===== src/rtl/pc_ctrl_pkg.sv =====
// Shared types and helpers for the fetch-PC redirect controller.
package pc_ctrl_pkg;

  typedef enum logic [2:0] {
    BOOT,
    RUN,
    FLUSH,
    DRAIN,
    HALTED
  } pc_state_t;

  localparam int PC_STEP = 4;

  // A target is illegal if it is not word aligned or lies beyond instruction memory.
  function automatic logic is_illegal_target(input logic [31:0] br_pc, input int pc_w);
    return (br_pc[1:0] != 2'b00) || ((br_pc >> pc_w) != 32'd0);
  endfunction

endpackage


===== src/rtl/cycle_down_counter.sv =====
// Loadable down counter shared by the flush and drain sequences.
// Load wins over decrement; zero is combinational from the stored count.
module cycle_down_counter #(
  parameter int W = 3
) (
  input  logic         clk,
  input  logic         rst_n,
  input  logic         load,
  input  logic [W-1:0] load_val,
  input  logic         dec,
  output logic         zero
);

  logic [W-1:0] r_cnt;

  always_ff @(posedge clk or negedge rst_n) begin
    if (!rst_n) begin
      r_cnt <= '0;
    end else if (load) begin
      r_cnt <= load_val;
    end else if (dec) begin
      r_cnt <= r_cnt - W'(1);
    end
  end

  assign zero = (r_cnt == '0);

endmodule


===== src/rtl/pc_redirect_ctrl.sv =====
// Fetch PC sequencer: redirects on taken branches, flushes younger slots, drains on halt, traps bad targets.
// Redirect accepted at edge N gives PC=target and Flush=1 in cycle N+1; redirect overrides Stall.
module pc_redirect_ctrl
  import pc_ctrl_pkg::*;
#(
  parameter int              PC_W         = 9,
  parameter logic [PC_W-1:0] RESET_PC     = '0,
  parameter int              FLUSH_CYCLES = 2,
  parameter int              DRAIN_CYCLES = 3
) (
  input  logic            clk,
  input  logic            reset,
  input  logic            Stall,
  input  logic            PcSel,
  input  logic [31:0]     BrPC,
  input  logic            flag_halt,
  output logic [PC_W-1:0] PC,
  output logic            FetchValid,
  output logic            Flush,
  output logic            Halted,
  output logic            BrErr
);

  localparam int MAX_CYC = (FLUSH_CYCLES > DRAIN_CYCLES) ? FLUSH_CYCLES : DRAIN_CYCLES;
  localparam int CNT_W   = $clog2(MAX_CYC) + 1;

  pc_state_t       r_state;
  logic [PC_W-1:0] r_pc;
  logic            r_flush;
  logic            r_halted;
  logic            r_brerr;

  logic            w_run;
  logic            w_illegal;
  logic            w_acc_halt;
  logic            w_acc_err;
  logic            w_acc_redir;
  logic            w_cnt_load;
  logic [CNT_W-1:0] w_cnt_val;
  logic            w_cnt_dec;
  logic            w_cnt_zero;
  logic [PC_W-1:0] w_pc_next_seq;

  assign w_run       = (r_state == RUN);
  assign w_illegal   = is_illegal_target(BrPC, PC_W);
  // Halt outranks any redirect issued in the same cycle.
  assign w_acc_halt  = w_run && flag_halt;
  assign w_acc_err   = w_run && !flag_halt && PcSel && w_illegal;
  assign w_acc_redir = w_run && !flag_halt && PcSel && !w_illegal;

  assign w_cnt_load  = w_acc_halt || w_acc_err || w_acc_redir;
  assign w_cnt_val   = w_acc_redir ? CNT_W'(FLUSH_CYCLES - 1) : CNT_W'(DRAIN_CYCLES - 1);
  assign w_cnt_dec   = ((r_state == FLUSH) || (r_state == DRAIN)) && !w_cnt_zero;

  assign w_pc_next_seq = r_pc + PC_W'(PC_STEP);

  cycle_down_counter #(
    .W (CNT_W)
  ) u_cnt (
    .clk      (clk),
    .rst_n    (reset),
    .load     (w_cnt_load),
    .load_val (w_cnt_val),
    .dec      (w_cnt_dec),
    .zero     (w_cnt_zero)
  );

  always_ff @(posedge clk or negedge reset) begin
    if (!reset) begin
      r_state  <= BOOT;
      r_pc     <= RESET_PC;
      r_flush  <= 1'b0;
      r_halted <= 1'b0;
      r_brerr  <= 1'b0;
    end else begin
      case (r_state)
        BOOT: r_state <= RUN;
        RUN: begin
          if (w_acc_halt) begin
            r_state <= DRAIN;
          end else if (w_acc_err) begin
            r_brerr <= 1'b1;
            r_state <= DRAIN;
          end else if (w_acc_redir) begin
            r_pc    <= BrPC[PC_W-1:0];
            r_flush <= 1'b1;
            r_state <= FLUSH;
          end else if (!Stall) begin
            r_pc <= w_pc_next_seq;
          end
        end
        FLUSH: begin
          if (!Stall) begin
            r_pc <= w_pc_next_seq;
          end
          if (w_cnt_zero) begin
            r_flush <= 1'b0;
            r_state <= RUN;
          end
        end
        DRAIN: begin
          if (w_cnt_zero) begin
            r_halted <= 1'b1;
            r_state  <= HALTED;
          end
        end
        HALTED: r_state <= HALTED;
        default: r_state <= BOOT;
      endcase
    end
  end

  assign PC         = r_pc;
  assign FetchValid = ((r_state == RUN) || (r_state == FLUSH)) && !Stall;
  assign Flush      = r_flush;
  assign Halted     = r_halted;
  assign BrErr      = r_brerr;

endmodule

===== config.mk =====
export PLATFORM = sky130hd
export DESIGN_NAME = pc_redirect_ctrl
export DESIGN_NICKNAME = d
export VERILOG_FILES = /design/src/rtl/pc_ctrl_pkg.sv /design/src/rtl/cycle_down_counter.sv /design/src/rtl/pc_redirect_ctrl.sv
export SDC_FILE = /design/constraint.sdc
export NUM_CORES = 1
export LEC_CHECK = 0
export ABC_CLOCK_PERIOD_IN_PS = 5100
export CORE_ASPECT_RATIO = 2
export CORE_MARGIN = 8
export CORE_UTILIZATION = 30
export CTS_BUF_LIST = sky130_fd_sc_hd__clkbuf_2 sky130_fd_sc_hd__clkbuf_4 sky130_fd_sc_hd__clkbuf_8
export DETAILED_ROUTE_END_ITERATION = 8
export DONT_BUFFER_PORTS = 1
export GPL_TIMING_DRIVEN = 0
export SYNTH_ARGS = -nofsm -noshare
export SYNTH_HDL_FRONTEND = slang
export SYNTH_HIERARCHICAL = 1
export SYNTH_SLANG_ARGS = --single-unit

===== constraint.sdc =====
create_clock -name clk -period 5.1 [get_ports clk]
set_input_delay 0.765 -clock clk [delete_from_list [all_inputs] [get_ports clk]]
set_output_delay 0.765 -clock clk [all_outputs]
set_load 0.02 [all_outputs]

==> impl_metrics.ini <==
[global_routing]
grt_antenna_before_repair = 0
grt_pass1_vias = 974
grt_max_degree = 19
grt_overflow = 0
grt_pass1_wl_um = 4640
track_usage_pct = 10.1

[placement]
gp_congestion = 0.685
placed_cells_incl_taps = 167
io_buffers = 0
hpwl_um = 2390
dp_worst_setup_slack_ns = 2.70
post_dp_cell_area_sq_mm = 0.00119

[synth]
synth_area_leaders = dfrtp_1, mux2i_1, nor2_1
syn_nets = 158
synth_area_leader_cell = dfrtp_1
synth_top_area_share_pct = 39.8
synth_seq_cells = 18
netlist_area_sq_mm = 0.00113
synth_cell_types = 37
ys_warn_count = 6
syn_inst = 118
yosysSeqAreaShare_pct = 39.8
synth_area_per_cell_sq_um = 9.59

[clock_network]
cts_tree = built
post_cts_resized = 0
clock-sinks = 18
clk_pin_slew_worst_paths_ns = 0.07
clkLatencyLatePin_ns = 0.26
cts_root_buffer = clkbuf_8
holdBufCountCts = 0
cts_buffers = 3
cts_htree_levels = 1
clk_path_buf_depth = 2
cts_setup_buffers = 0

[sta]
relSlewSlack_pct = 57.0
fin_crit_ns = 2.19
fin_skew_ns = 0.00505
post-route-period-util_pct = 42.9
fin_ws_ns = 2.91
rsz0062_at_grt = false
fmax_mhz = 457
worst_slew_pin_slew_ns = 0.640
hold_viol_final = 0
setup_viol = 0
tns_ns = 0
timing.final.max_slew_violations = 0

[power_and_ir_drop]
seqPwrFrac_pct = 53.3
p_sw_share_pct = 20.6
p_switching_uw = 55.6
pwr-share-comb_pct = 2.3
clock_power_share_pct = 44.4
internal-power_uw = 215
ir_drop_v = 0.000130
power.static_leakage_uw = 0.000500
fin_total_pwr_uw = 270
powerDensity_mw_per_mm2 = 217

[min_path]
min_path_type = input port to asynchronous set/reset pin

[floorplanning]
start_util_pct = 31.4
die_area_sq_mm = 0.00611
die-height_um = 103
rows = 31
ioPinCount = 50
die_w_um = 59.4
core_area_sq_mm = 0.00361

[drt]
wirelength_um = 2950
vias = 913
ant_nets = 0
drtPass1Iterations = 4
wl_per_cell_um = 17.3
drt_iter0_markers = 15
drc = 0
vias_per_cell = 5.34

[run]
maxCapViolCount = 0

[worst_setup_path]
cp.arrival_ns = 1.42
endpoint_kind = output pin
worst-path-max-fanout = 9
r2r_setup_slack_ns = 3.16
required_ns = 4.34
crit_type = register to output pin
worst_setup_path_start_kind = register

[final_layout]
area_growth_pct = 10.3
finalNonFillerCells = 171
fillers = 363
design_area_sq_mm = 0.00125
n_antenna_cell = 0
drive_gt1_share_pct = 13.1
layout_commonest_cell = dfrtp_1
final_nets = 163
mostFrequentLayoutCells = dfrtp_1, nor2_1, nand2_1

[outcome]
status = completed
## routing by layer
layer	vias to the layer above	GRT usage [%]	share of wire [%]
met4	0	6.49	2.2
met1	423	10.0	39
met2	49	16.2	47
met5	-	0	0
li1	435	-	-
met3	6	4.88	12
## critical path: stages (launching register included)
cell and delay (ns):
dfrtp_1 0.36, buf_2 0.17, xnor2_1 0.13, nor3_1 0.50
## worst paths after layout
check                                           start                         end  depth (start not counted)
max                            r_state[1]$_DFFE_PN0P_                  FetchValid                          3
min                                             reset           PC[5]$_DFFE_PN0P_                          0
max reg2reg                    r_state[1]$_DFFE_PN0P_           PC[4]$_DFFE_PN0P_                          6
min reg2reg                u_cnt/r_cnt[1]$_DFFE_PN0P_  u_cnt/r_cnt[1]$_DFFE_PN0P_                          2
max in group asynchronous                       reset           PC[1]$_DFFE_PN0P_                          0
min in group clk           u_cnt/r_cnt[1]$_DFFE_PN0P_  u_cnt/r_cnt[1]$_DFFE_PN0P_                          2
## area by class of cell
class | count | area, sq um | share of cell area, %
plain buffers | 3 | 25.0 | 2.01
inverters | 7 | 26.3 | 2.11
clock buffers | 4 | 55.1 | 4.41
flip-flops and latches | 18 | 450 | 36.1
well taps | 49 | 61.3 | 4.91
multi-input cells | 90 | 629 | 50.5
## kinds of logic after synthesis
family	synth area share, %
flops	39.8
xor+xnor	1.55
simple gates	27.9
buf+inv	4.54
mux	6.31
other cells	0.332
fa+ha+maj	3.32
compound gates	16.3
## cells in the mapped netlist (all sizes together)
library cell and instances:
o22ai 1, and2b 4, nand2b 4, nand4 2, nand3 4, a211oi 1, buf 3, o211ai 5
o21ai 2, a21oi 2, nor4 5, nor2 14, ha 3, nor3 6, inv 7, o211a 2
mux2 1, nand2 10, mux2i 6, o21bai 1, xnor2 2, o31ai 3, conb 1, o2bb2ai 5
nor2b 1, and2 3, o22a 1, dfrtp 18, a32o 1
## stage by stage
stage | util [%] | hold slack [ns]
2_1_floorplan | - | 0.469
3_3_place_gp | 33.1 | 0.470
3_5_place_dp | 33.1 | 0.470
4_1_cts | 34.6 | 0.188
5_1_grt | 34.6 | 0.183
6_report | 34.6 | 0.192
## power groups by stage
stage          clock [uW]  sequential [uW]  combinational, uW
3_3_place_gp            0              147               5.73
2_1_floorplan           0              147               5.13
5_1_grt               127              144               6.87
4_1_cts               123              144               6.04
3_5_place_dp            0              147               6.01
6_report              120              144               6.14
## sequential cells by signal, summed over array words and instances, names as in the netlist
| signal | flops |
|---|---|
| r_state | 3 |
| BrErr | 1 |
| Halted | 1 |
| Flush | 1 |
| u_cnt/r_cnt | 3 |
| PC | 9 |
Note: power is estimated with default switching activity, not from simulation.
